`src/rtl/proto_cmd_framer_pkg.sv`:
```
// Shared types and status encodings for the command framer.
package proto_pkg;

   typedef enum logic [1:0] {
      ST_IDLE    = 2'd0,
      ST_ARMED   = 2'd1,
      ST_COLLECT = 2'd2,
      ST_EMIT    = 2'd3
   } state_t;

   localparam logic [1:0] ST_IDLE_C  = 2'b00;
   localparam logic [1:0] ST_FRAME_C = 2'b01;
   localparam logic [1:0] ST_EMIT_C  = 2'b10;
   localparam logic [1:0] ST_LAST_C  = 2'b11;

endpackage

```
`src/rtl/proto_cmd_framer_timeout_ctr.sv`:
```
// Idle-cycle counter: expire is asserted in the TIMEOUT-th consecutive enabled cycle.
module proto_timeout_ctr #(
   parameter int TIMEOUT = 15
) (
   input  logic clk,
   input  logic reset,
   input  logic en,
   input  logic clr,
   output logic expire
);

   localparam int CW = $clog2(TIMEOUT + 1);
   localparam logic [CW-1:0] LAST_CNT = CW'(TIMEOUT - 1);

   logic [CW-1:0] cnt_reg;

   assign expire = en && (cnt_reg == LAST_CNT);

   always_ff @(posedge clk or posedge reset) begin
      if (reset) begin
         cnt_reg <= '0;
      end else if (clr || expire) begin
         cnt_reg <= '0;
      end else if (en) begin
         cnt_reg <= cnt_reg + CW'(1);
      end
   end

endmodule

```
`src/rtl/proto_cmd_framer.sv`:
```
// Frames a symbol stream into START / code / payload commands held on a valid-ready port,
// with idle timeout, abort symbol and a Mealy status output.
module proto_cmd_framer
   import proto_pkg::*;
#(
   parameter int SYM_W       = 2,
   parameter int PAYLOAD_LEN = 2,
   parameter int TIMEOUT     = 15,
   parameter int START_SYM   = 1,
   parameter int ABORT_SYM   = 0
) (
   input  logic                         clk,
   input  logic                         reset,
   input  logic                         sym_valid,
   input  logic [SYM_W-1:0]             sym,
   output logic                         sym_ready,
   output logic                         cmd_valid,
   input  logic                         cmd_ready,
   output logic [SYM_W-1:0]             cmd_code,
   output logic [PAYLOAD_LEN*SYM_W-1:0] cmd_payload,
   output logic                         err_timeout,
   output logic [1:0]                   status
);

   localparam int IW = (PAYLOAD_LEN > 1) ? $clog2(PAYLOAD_LEN) : 1;
   localparam logic [SYM_W-1:0] START_V  = SYM_W'(START_SYM);
   localparam logic [SYM_W-1:0] ABORT_V  = SYM_W'(ABORT_SYM);
   localparam logic [IW-1:0]    LAST_IDX = IW'(PAYLOAD_LEN - 1);

   state_t           state_reg, state_next;
   logic [IW-1:0]    idx_reg;
   logic             cmd_valid_reg;
   logic [SYM_W-1:0] cmd_code_reg;
   logic             err_reg;

   logic acc, framing, last_acc, expire, ctr_en, ctr_clr;

   assign sym_ready = (state_reg != ST_EMIT);
   assign acc       = sym_valid & sym_ready;
   assign framing   = (state_reg == ST_ARMED) || (state_reg == ST_COLLECT);
   assign last_acc  = acc && (state_reg == ST_COLLECT) && (idx_reg == LAST_IDX);

   // Counter is held at zero outside framing, so entry to ARMED always starts it from zero.
   assign ctr_en  = framing & ~acc;
   assign ctr_clr = acc | ~framing;

   proto_timeout_ctr #(
      .TIMEOUT(TIMEOUT)
   ) u_timeout (
      .clk   (clk),
      .reset (reset),
      .en    (ctr_en),
      .clr   (ctr_clr),
      .expire(expire)
   );

   always_comb begin
      state_next = state_reg;
      case (state_reg)
         ST_IDLE: begin
            if (acc && (sym == START_V)) state_next = ST_ARMED;
         end
         ST_ARMED: begin
            if (expire) begin
               state_next = ST_IDLE;
            end else if (acc) begin
               if (sym == ABORT_V)      state_next = ST_IDLE;
               else if (sym != START_V) state_next = ST_COLLECT;
            end
         end
         ST_COLLECT: begin
            if (expire)        state_next = ST_IDLE;
            else if (last_acc) state_next = ST_EMIT;
         end
         ST_EMIT: begin
            if (cmd_valid_reg && cmd_ready) state_next = ST_IDLE;
         end
         default: state_next = ST_IDLE;
      endcase
   end

   always_comb begin
      status = ST_IDLE_C;
      case (state_reg)
         ST_ARMED:   status = ST_FRAME_C;
         ST_COLLECT: status = last_acc ? ST_LAST_C : ST_FRAME_C;
         ST_EMIT:    status = ST_EMIT_C;
         default:    status = ST_IDLE_C;
      endcase
   end

   always_ff @(posedge clk or posedge reset) begin
      if (reset) begin
         state_reg     <= ST_IDLE;
         idx_reg       <= '0;
         cmd_valid_reg <= 1'b0;
         cmd_code_reg  <= '0;
         err_reg       <= 1'b0;
      end else begin
         state_reg <= state_next;
         err_reg   <= expire;
         case (state_reg)
            ST_ARMED: begin
               if (acc && (sym != ABORT_V) && (sym != START_V) && !expire) begin
                  cmd_code_reg <= sym;
                  idx_reg      <= '0;
               end
            end
            ST_COLLECT: begin
               if (last_acc) begin
                  idx_reg       <= '0;
                  cmd_valid_reg <= 1'b1;
               end else if (acc) begin
                  idx_reg <= idx_reg + IW'(1);
               end
            end
            ST_EMIT: begin
               if (cmd_ready) cmd_valid_reg <= 1'b0;
            end
            default: begin
               cmd_valid_reg <= 1'b0;
            end
         endcase
      end
   end

   // One register per payload slot; slot 0 holds the first payload symbol received.
   genvar gi;
   generate
      for (gi = 0; gi < PAYLOAD_LEN; gi++) begin : g_slot
         logic [SYM_W-1:0] slot_reg;
         always_ff @(posedge clk or posedge reset) begin
            if (reset) begin
               slot_reg <= '0;
            end else if (acc && (state_reg == ST_COLLECT) && (idx_reg == IW'(gi))) begin
               slot_reg <= sym;
            end
         end
         assign cmd_payload[gi*SYM_W +: SYM_W] = slot_reg;
      end
   endgenerate

   assign cmd_valid   = cmd_valid_reg;
   assign cmd_code    = cmd_code_reg;
   assign err_timeout = err_reg;

endmodule

```
`config.mk`:
```
export PLATFORM = sky130hd
export DESIGN_NAME = proto_cmd_framer
export DESIGN_NICKNAME = d
export VERILOG_FILES = /design/src/rtl/proto_cmd_framer_pkg.sv /design/src/rtl/proto_cmd_framer_timeout_ctr.sv /design/src/rtl/proto_cmd_framer.sv
export SDC_FILE = /design/constraint.sdc
export NUM_CORES = 1
export LEC_CHECK = 0
export BUFFER_PORTS_ARGS = -buffer_cell sky130_fd_sc_hd__buf_4
export CORE_MARGIN = 4
export CORE_UTILIZATION = 55
export DETAILED_ROUTE_END_ITERATION = 12
export PLACE_DENSITY = 0.85
export SLEW_MARGIN = 10
export SYNTH_ARGS = -nofsm -noshare
export SYNTH_HDL_FRONTEND = slang
export SYNTH_SLANG_ARGS = --single-unit
```
`constraint.sdc`:
```
create_clock -name clk -period 3.5 [get_ports clk]
set_input_delay 0.525 -clock clk [delete_from_list [all_inputs] [get_ports clk]]
set_output_delay 0.525 -clock clk [all_outputs]
set_load 0.02 [all_outputs]
```
==> results_dict.tcl <==
set metrics [dict create \
    cts_tree "done" \
    area_delta_synth_final_pct 19.3 \
    peakVddDrop_mv 0.421 \
    p_per_area_mw_per_mm2 761 \
    hp-class "input pin to async pin" \
    post-route-util_pct 68.8 \
    h-tree-depth 1 \
    ys_warn_count 0 \
    cp.arrival_ps 1710 \
    max_slew.worst_pin.slew_ps 565 \
    power.total_uw 788 \
    ys_types 33 \
    cts_buffers 3 \
    route.detailed.drc 0 \
    cts_sinks 15 \
    dp_hpwl_um 1270 \
    syn-cell-area_um2 868 \
    status "completed" \
    viasPerCell 5.53 \
    critPathKind "register to primary output" \
    cp-start-kind "register" \
    io_pins 17 \
    grt_use_total_pct 15.7 \
    finClkSkew_ps 2.08 \
    gr-total-overflow 0 \
    setup_violations 0 \
    antenna_found_initial 0 \
    cts.clk_slew.worst_paths_ps 90 \
    synth_seq_cells 15 \
    rsz0062_at_grt "no" \
    vias 641 \
    hold_buffers 0 \
    cp_max_fo 6 \
    synth_nets 94 \
    synth_area_leader_cell "dfrtp_1" \
    synth-edff-count 0 \
    max_cap_violations 0 \
    rr_worst_depth 5 \
    synth.most_common_cell "dfrtp_1" \
    clock_latency_ps 280 \
    ant_nets 0 \
    grt_max_degree 16 \
    placed_area_mm2 0.00101 \
    worstPathRequired_ps 2970 \
    routed_wl_um 1610 \
    critPathCaptureType "primary output" \
    max_freq_ghz 0.447 \
    core_area_mm2 0.00151 \
    relSlewSlack_pct 62.3 \
    syn_area_per_cell_um2 10.9 \
    start_util_pct 57.6 \
    fin_crit_ps 2240 \
    drv_slew 0 \
    clockBufferDepth 2 \
    initialDrtViolationCount 7 \
    grt_first_pass_wirelength_um 2550 \
    timing.rr.end "state_reg[1]$_DFFE_PP0P_" \
    drive_above_1_share_pct 31.0 \
    cts-resized-gates 0 \
    synthArstFlopShare_pct 100 \
    placed_cells 112 \
    leakagePower_uw 0.000509 \
    fin_cells 116 \
    hold_violations 0 \
    design_area_mm2 0.00104 \
    dieArea_mm2 0.00228 \
    place_congestion 0.858 \
    reg2reg_slack_ps 1710 \
    synthTopCellsByArea "dfrtp_1 (43%), ha_1 (12%), inv_1 (4.8%)" \
    r2r-start "state_reg[1]$_DFFE_PP0P_" \
    syn_inst 80 \
    tns_ps 0 \
    die_h_um 47.7 \
    synth_top_flop_cell "dfrtp_1" \
    rows 14 \
    post_cts.repair.setup_buffers 0 \
    synth_seq_area_share_pct 43.2 \
    grt_pass1_vias 579 \
    antenna_cells 0 \
    finalNetCount 115 \
    synth_top_area_share_pct 43.2 \
    dr.pass1.iters 4 \
    wl_per_cell_um 13.9 \
    cts-root-buf "clkbuf_4" \
    yosys-top-cells-count "dfrtp_1 (15), inv_1 (11), ha_1 (8)" \
    die_w_um 47.7 \
    period_share_pct 63.9 \
    numPortBuffers 16 \
]
how the worst max path moves through the flow:
| stage | startpoint | endpoint | slack [ps] |
|---|---|---|---|
| finish | state_reg[1]$_DFFE_PP0P_ | status[1] | 1260 |
| global route | state_reg[1]$_DFFE_PP0P_ | status[1] | 1130 |
| CTS | state_reg[1]$_DFFE_PP0P_ | status[1] | 1250 |
| detailed placement | state_reg[1]$_DFFE_PP0P_ | status[1] | 1570 |
| global placement | state_reg[1]$_DFFE_PP0P_ | status[1] | 1590 |
| floorplan | state_reg[1]$_DFFE_PP0P_ | status[1] | 1570 |
cells in the final DEF, fill, tap and decap left out, types with 2 or more instances in the layout:
cell      instances
a21oi_1           2
buf_4            16
clkbuf_4          3
dfrtp_1          15
ha_1              8
inv_1            11
mux2_1            2
mux2_2            3
nand2_1           5
nand3_2           2
nor2_1            5
o21ai_0           4
layout make-up:
| type | count | area, um^2 |
|---|---|---|
| clock inverter | 1 | 5.00 |
| fill | 130 | 470 |
| inverter | 11 | 41.3 |
| timing repair buffer | 16 | 120 |
| sequential | 15 | 375 |
| clock buffer | 3 | 22.5 |
| multi-input combinational | 54 | 452 |
| tap | 16 | 20.0 |
cell families (layout without fill, tap and decap cells):
group / Yosys count / count (layout) / synth area share (%)
flops: 15 / 15 / 43.2
simple gates: 22 / 22 / 16.9
compound gates: 16 / 16 / 14.0
mux: 6 / 6 / 7.64
xor+xnor: 2 / 2 / 2.02
buf+inv: 11 / 31 / 4.76
fa+ha+maj: 8 / 8 / 11.5
stage by stage:
step / setup WS (ps) / hold WS [ps]
floorplan: 1570 / 426
global placement: 1590 / 450
detailed placement: 1570 / 456
CTS: 1250 / 309
global route: 1130 / 321
finish: 1260 / 290
metal layers:
layer / track usage (%) / wire (um)
met5: 0 / 0
met4: 4.84 / 23
met3: 2.26 / 77
met2: 24.8 / 783
met1: 22.3 / 723
power by group:
| part | internal (uW) | total [uW] | switching, uW |
|---|---|---|---|
| Combinational | 189 | 412 | 223 |
| Clock | 42.4 | 97.7 | 55.3 |
| Sequential | 230 | 279 | 48.1 |
| Total | 462 | 788 | 326 |
worst max-delay path, stage by stage, from the launching register on:
cell,delay [ps]
dfrtp_1,440
ha_1,260
and2b_2,260
nand3_2,140
a21oi_1,180
buf_4,150
Note: power is estimated with default switching activity, not from simulation.
